===== src/rtl/echo_capture_ctrl.sv =====
// Echo acquisition sequencer: arm, wait for pulser trigger edge, delay, capture
// ADC samples into an external simple dual-port RAM, then stream them out.
module echo_capture_ctrl #(
   parameter int ASIZE = 13,
   parameter int DSIZE = 8,
   parameter int DLYW  = 16
) (
   input  logic             i_clk,
   input  logic             i_rst_n,
   input  logic             i_start,
   input  logic             i_abort,
   input  logic             i_trig,
   input  logic [DLYW-1:0]  i_delay,
   input  logic [ASIZE-1:0] i_len,
   input  logic [DSIZE-1:0] i_adc_data,
   input  logic             i_adc_valid,
   output logic             o_ram_we,
   output logic [ASIZE-1:0] o_ram_wr_addr,
   output logic [DSIZE-1:0] o_ram_wr_data,
   output logic [ASIZE-1:0] o_ram_rd_addr,
   input  logic [DSIZE-1:0] i_ram_q,
   output logic [DSIZE-1:0] o_rd_data,
   output logic             o_rd_valid,
   input  logic             i_rd_ready,
   output logic             o_busy,
   output logic             o_done
);

   // state   | meaning
   // IDLE    | waiting for i_start; pointers held at zero
   // ARMED   | delay/length latched; waiting for trigger rising edge
   // DELAY   | trigger seen; counting down the programmed delay
   // CAPTURE | writing valid ADC samples to RAM at wr_ptr
   // READOUT | presenting RAM word at rd_ptr on the valid/ready port
   typedef enum logic [2:0] {
      IDLE    = 3'd0,
      ARMED   = 3'd1,
      DELAY   = 3'd2,
      CAPTURE = 3'd3,
      READOUT = 3'd4
   } state_t;

   localparam logic [DLYW-1:0]  DLY_ONE  = DLYW'(1);
   localparam logic [ASIZE-1:0] ADDR_ONE = ASIZE'(1);

   state_t           state_q, state_d;
   logic             trig_q, trig_d;
   logic [DLYW-1:0]  dly_q, dly_d;
   logic [DLYW-1:0]  dly_cnt_q, dly_cnt_d;
   logic [ASIZE-1:0] len_q, len_d;
   logic [ASIZE-1:0] wr_ptr_q, wr_ptr_d;
   logic [ASIZE-1:0] rd_ptr_q, rd_ptr_d;

   logic trig_edge;
   logic in_capture;
   logic in_readout;
   logic last_word;

   assign trig_edge  = i_trig & ~trig_q;
   assign in_capture = (state_q == CAPTURE);
   assign in_readout = (state_q == READOUT);
   assign last_word  = in_readout & i_rd_ready & (rd_ptr_q == len_q);

   always_comb begin
      state_d   = state_q;
      trig_d    = i_trig;
      dly_d     = dly_q;
      dly_cnt_d = dly_cnt_q;
      len_d     = len_q;
      wr_ptr_d  = wr_ptr_q;
      rd_ptr_d  = rd_ptr_q;

      case (state_q)
         IDLE: begin
            if (i_start) begin
               dly_d    = i_delay;
               len_d    = i_len;
               wr_ptr_d = '0;
               rd_ptr_d = '0;
               state_d  = ARMED;
            end
         end
         ARMED: begin
            // A delay of 0 or 1 both land in CAPTURE the cycle after the edge;
            // longer delays enter CAPTURE exactly dly_q cycles after the edge.
            if (trig_edge) begin
               if (dly_q <= DLY_ONE) begin
                  state_d = CAPTURE;
               end else begin
                  dly_cnt_d = dly_q - DLY_ONE;
                  state_d   = DELAY;
               end
            end
         end
         DELAY: begin
            dly_cnt_d = dly_cnt_q - DLY_ONE;
            if (dly_cnt_q == DLY_ONE) begin
               state_d = CAPTURE;
            end
         end
         CAPTURE: begin
            if (i_adc_valid) begin
               if (wr_ptr_q == len_q) begin
                  wr_ptr_d = '0;
                  state_d  = READOUT;
               end else begin
                  wr_ptr_d = wr_ptr_q + ADDR_ONE;
               end
            end
         end
         READOUT: begin
            if (i_rd_ready) begin
               if (rd_ptr_q == len_q) begin
                  rd_ptr_d = '0;
                  state_d  = IDLE;
               end else begin
                  rd_ptr_d = rd_ptr_q + ADDR_ONE;
               end
            end
         end
         default: begin
            state_d = IDLE;
         end
      endcase

      // Abort overrides every other transition; pointers return to zero so
      // the read address reads 0 in IDLE.
      if (i_abort) begin
         state_d   = IDLE;
         dly_cnt_d = '0;
         wr_ptr_d  = '0;
         rd_ptr_d  = '0;
      end
   end

   always_ff @(posedge i_clk or negedge i_rst_n) begin
      if (!i_rst_n) begin
         state_q   <= IDLE;
         trig_q    <= 1'b0;
         dly_q     <= '0;
         dly_cnt_q <= '0;
         len_q     <= '0;
         wr_ptr_q  <= '0;
         rd_ptr_q  <= '0;
      end else begin
         state_q   <= state_d;
         trig_q    <= trig_d;
         dly_q     <= dly_d;
         dly_cnt_q <= dly_cnt_d;
         len_q     <= len_d;
         wr_ptr_q  <= wr_ptr_d;
         rd_ptr_q  <= rd_ptr_d;
      end
   end

   // Write strobe stays combinational so a sample in the abort cycle still lands.
   assign o_ram_we      = in_capture & i_adc_valid;
   assign o_ram_wr_addr = in_capture ? wr_ptr_q : '0;
   assign o_ram_wr_data = in_capture ? i_adc_data : '0;
   assign o_ram_rd_addr = rd_ptr_q;
   assign o_rd_valid    = in_readout;
   assign o_rd_data     = in_readout ? i_ram_q : '0;
   assign o_busy        = (state_q != IDLE);
   assign o_done        = last_word & ~i_abort;

endmodule


===== config.mk =====
export PLATFORM = sky130hd
export DESIGN_NAME = echo_capture_ctrl
export DESIGN_NICKNAME = d
export VERILOG_FILES = /design/src/rtl/echo_capture_ctrl.sv
export SDC_FILE = /design/constraint.sdc
export NUM_CORES = 1
export LEC_CHECK = 0
export ABC_AREA = 1
export CAP_MARGIN = 20
export CORE_MARGIN = 3
export CORE_UTILIZATION = 53
export DETAILED_ROUTE_END_ITERATION = 8
export HOLD_SLACK_MARGIN = 0.05
export PLACE_DENSITY = 0.79
export SKIP_LAST_GASP = 1
export SLEW_MARGIN = 20
export SYNTH_ARGS = -nofsm -noshare
export SYNTH_HDL_FRONTEND = slang
export SYNTH_SLANG_ARGS = --single-unit

===== constraint.sdc =====
create_clock -name i_clk -period 2.1 [get_ports i_clk]
set_input_delay 0.21 -clock i_clk [delete_from_list [all_inputs] [get_ports i_clk]]
set_output_delay 0.21 -clock i_clk [all_outputs]
set_load 0.02 [all_outputs]

Word-level counts from Yosys, hierarchy flattened
Cells that the tools add are included.
{ "totals": {"mem_bits_rw": 0, "latchBits": 0, "rom_bits": 0, "ff_bits": 75, "elab_cells": 70, "n_memories": 0, "in_bits": 52, "output_inout_bits": 46} }
{ "classes": {"bitwise_logic": 7, "eq_ne": 15, "n_lt_le_gt_ge": 1, "muxes": 26, "n_div": 0, "n_addsub": 4, "n_reduce_logical": 10, "shift": 0, "n_mul": 0} }
{ "op_table": {"columns": ["operator", "n"], "rows": [
  ["13-bit two-way mux", 8],
  ["13-bit case mux with 2 select lines", 2],
  ["16-bit two-way mux", 3],
  ["16-bit case mux with 2 select lines", 1],
  ["16-bit by 1-bit subtractor with 16-bit output, second input constant", 2],
  ["13-bit by 1-bit adder with 13-bit output, second input constant", 2],
  ["13-bit == test", 2],
  ["3-bit two-way mux", 8],
  ["3-bit inequality test, second input constant", 6],
  ["16-bit by 1-bit == test with 1-bit output, second input constant", 1],
  ["16-bit by 1-bit <= comparator with 1-bit output, second input constant", 1],
  ["8-bit two-way mux", 2],
  ["3-bit case mux with 5 select lines", 1],
  ["3-bit nonzero test", 4],
  ["3-bit AND reduction", 3],
  ["7-bit AND reduction", 1],
  ["3-bit by 2-bit == test with 1-bit output, second input constant", 2],
  ["3-bit by 2-bit inequality test with 1-bit output, second input constant", 2],
  ["1-bit bitwise AND", 5],
  ["3-bit by 1-bit == test with 1-bit output, second input constant", 1],
  ["3-bit == test, second input constant", 1],
  ["3-bit logical NOT", 1],
  ["1-bit NOT", 2],
  ["2-bit AND reduction", 1],
  ["1-bit two-way mux", 1]
]} }

Logic depth before layout (Yosys ltp)
{ "depth": {"word_depth": 5, "ltp_mapped": 11, "depth_no_buf": 11} }

Least setup slack after synthesis
OpenSTA, ideal clock, no wires.
{ "synth_path": {"kind": "register to output", "from": "register state_q[0]", "to": "output o_done", "path_stages_with_launch": 5, "required_time_ns": 1.890, "path_buffers": 1, "arrival_time_ns": 1.661, "path_slack_ns": 0.229, "cell_sequence": "dfrtp_1 > nor2_2 > nand2_1 > clkbuf_1 > nor4_1"} }
{ "synth_via": {"elab_chain_cells": 4} }
{ "synth_rtl": {"columns": ["element", "line_no", "rtl"], "rows": [
  ["start, declared", "46", "state_t state_q, state_d;"],
  ["start signal, assigned", "146", "state_q <= state_d;"],
  ["3-bit == test", "61", "assign in_readout = (state_q == READOUT);"],
  ["1-bit bitwise AND (2 in a row)", "62", "assign last_word = in_readout & i_rd_ready & (rd_ptr_q == len_q);"],
  ["1-bit bitwise AND", "164", "assign o_done = last_word & ~i_abort;"],
  ["end, declared", "26", "output logic o_done"]
]} }
No other way between the ends.

Worst setup path in the final report
{ "layout_path": {"from": "register rd_ptr_q[4] (netlist: o_ram_rd_addr[4])", "to": "output o_done"} }
{ "layout_via": {"elab_chain_cells": 3} }
{ "layout_rtl": {"columns": ["element", "line_no", "rtl"], "rows": [
  ["start, declared", "52", "logic [ASIZE-1:0] rd_ptr_q, rd_ptr_d;"],
  ["start signal, assigned", "152", "rd_ptr_q <= rd_ptr_d;"],
  ["13-bit == test", "62", null],
  ["1-bit bitwise AND", "62", null],
  ["1-bit bitwise AND", "164", null]
]} }
No other way between the ends.

==> results.cfg <==
[synthesis]
yosysWarnings = 0
syn_nets = 801
seq_area_frac_synth_pct = 38.20
synth.ff_latch_count = 75
yosysUniqueCellTypes = 33
postSynthAreaPerCell_um2 = 6.613
synthCells = 743
synth_area_um2 = 4913

[cells_and_area]
layout_commonest_cell = nand2_1
nets = 918
n_fill_cell = 767
fin_area_um2 = 6330
ff_latch_area_um2 = 1879
multi_input_area_um2 = 2565
areaGrowthSynthToFinish_pct = 28.83
n_antenna_cell = 0
drive_gt1_share_pct = 7.514
final_cell_mix = 188 x nand2_1, 151 x nor2_1, 106 x inv_1

[detailed_routing]
ant_nets = 0
wl_per_cell_um = 14.25
vias = 5188
drt_iter0_drc = 497
drt-pass1-iter-count = 6
wirelength_um = 13860
viasPerCell = 5.332
drc = 0

[die]
initial_core_util_pct = 55.53
die_area_um2 = 10460
die_h_um = 102.3
die_w_um = 102.3
coreArea_um2 = 8848
rows = 34
ios = 98

[critical_path]
r2r_end = dly_cnt_q[4]
worstSetupEndpointType = output port
cp_max_fo = 5
critPathRequiredTime_ns = 1.89
r2r_slack_ns = 0.15
arrival_ns = 1.78
cp-start-kind = flop
rr_worst_depth = 10
r2r-start = dly_q[0]
crit_type = reg2out

[cts]
cts_buffers = 9
cts_buffer_depth = 2
cts_tree = done
cts.sinks = 75
clkLatencyLatePin_ns = 0.37
cts_root_buffer = clkbuf_8
clk_pin_slew_ns = 0.09
htreeDepth = 3

[place]
gp_congestion = 0.9705
hpwl_um = 10460
dpl_worst_slack_ns = 0.07390
numPortBuffers = 97
dpl_cell_area_um2 = 6121

[sta]
maxSlewViolCount = 0
whs_ns = 0.3161
worst_pin_slew_ns = 0.5598
fin_crit_sh_pct = 94.58
skew_ns = 0.01452
timing.final.crit_period_ns = 1.986
max_slew_margin_pct = 62.68
max_freq_ghz = 0.5035
worst_slack_ns = 0.1137
rsz0062_at_grt = yes
finalSetupViolations = 0
finalHoldViolCount = 0

[global_routing]
overflow = 0
grt_use_total_pct = 28.06
grt_pass1_vias = 4806
grt_pass1_wl_um = 23170
grt_max_degree = 76
antenna_found_initial = 0

[job]
max_cap_violations = 0

[outcome]
outcome = finished, final reports clean

[power_and_ir_drop]
ir_drop_v = 0.0004677
p_leak_uw = 0.003169
powerDensity_nw_per_um2 = 1017

[hold_path]
hp-start = i_trig
min_to = trig_q
worstHoldPathCells = 1
hp-class = in2reg
area by class of cell:
| cell class | instances | area share [%] |
|---|---|---|
| multi-input cells | 543 | 40.52 |
| flip-flops and latches | 75 | 29.69 |
| repair buffers | 119 | 17.71 |
| inverters | 112 | 6.642 |
| clock buffers | 10 | 2.174 |
| well taps | 108 | 2.135 |
| clock inverters | 6 | 1.127 |
registers in the layout, summed over array words and instances, names as in the netlist:
name and count:
wr_ptr_q 13, dly_q 16, state_q 3, trig_q 1, o_ram_rd_addr 13, dly_cnt_q 16
len_q 13
how the worst max path moves through the flow:
stage | from | to
CTS | len_q[8] | o_done
detailed placement | o_ram_rd_addr[4] | o_done
floorplan | state_q[0] | o_done
global placement | len_q[1] | o_done
finish | o_ram_rd_addr[4] | o_done
global route | o_ram_rd_addr[4] | o_done
where the power goes:
group          switching [µW]  internal (µW)
clock                     619            592
combinational            1910           1040
sequential                409           1870
synthesized netlist by cell type:
library cell / count / area (µm²)
o21ai_1: 3 / 15.01
clkbuf_1: 4 / 15.01
nor2_8: 1 / 20.02
inv_2: 6 / 22.52
o21ai_2: 1 / 8.760
a21oi_1: 37 / 185.2
nor4_1: 1 / 6.260
o21ai_0: 34 / 170.2
nand3_4: 1 / 17.52
nand3_1: 48 / 240.2
nor3_1: 15 / 75.07
nor3_4: 1 / 16.27
xnor2_1: 1 / 8.760
nand2_1: 189 / 709.4
nor2_2: 2 / 12.51
nor2_4: 2 / 22.52
dfrtp_1: 75 / 1877
nand3b_1: 1 / 7.510
a22oi_1: 1 / 7.510
a21oi_2: 1 / 8.760
buf_6: 1 / 11.26
buf_2: 9 / 45.04
nand3_2: 1 / 10.01
nand2_2: 2 / 12.51
ha_1: 6 / 75.07
nand4_1: 10 / 62.56
nand3b_2: 1 / 11.26
o31ai_1: 2 / 15.01
o22ai_1: 4 / 25.02
xor2_1: 23 / 201.4
nor2_1: 151 / 566.8
mux2_2: 3 / 33.78
inv_1: 106 / 397.9
stage by stage:
step           total power [µW]  setup TNS [ns]  cells  util, %
3_3_place_gp               5062               0    954    69.17
3_5_place_dp               5161               0    954    69.17
5_1_grt                    6941        -0.02245    973    71.54
4_1_cts                    6402       -0.006786    973    71.52
6_report                   6440               0    973    71.54
2_1_floorplan              4270               0    743        -
per-layer routing:
layer / up-vias / wire (µm) / track usage, %
met5: - / 0 / 0
met4: 0 / 142 / 6.963
met3: 15 / 1062 / 4.096
met2: 231 / 6241 / 42.98
met1: 2394 / 6417 / 41.88
li1: 2548 / - / -
critical path, cell delays in order, from the launching register on:
cell      delay (ns)
dfrtp_1         0.44
inv_1           0.09
nand2_1         0.06
nand2_1         0.04
nor2_1          0.10
nand2_1         0.06
nor2_1          0.09
nand2_1         0.13
nor4_1          0.19
clkbuf_2        0.22
what timing repair did:
| action | CTS | global route |
|---|---|---|
| cloned | 1 | 0 |
| gates resized for setup | 34 | 5 |
| hold buffers | 1 | 0 |
| endpoints found under the setup margin | 33 | 3 |
| endpoints found under the hold margin | 75 | 0 |
| buffers inserted | 1 | 0 |
cell families after synthesis:
logic type	synth area share [%]
AOI/OAI and AO/OA	8.862
xor gates and xnor gates	4.278
adders and majority gates	1.528
buffers and inverters	10.01
DFF	38.20
muxes	0.6875
and+or+nand+nor	36.44
(Power assumes the default switching activity.)
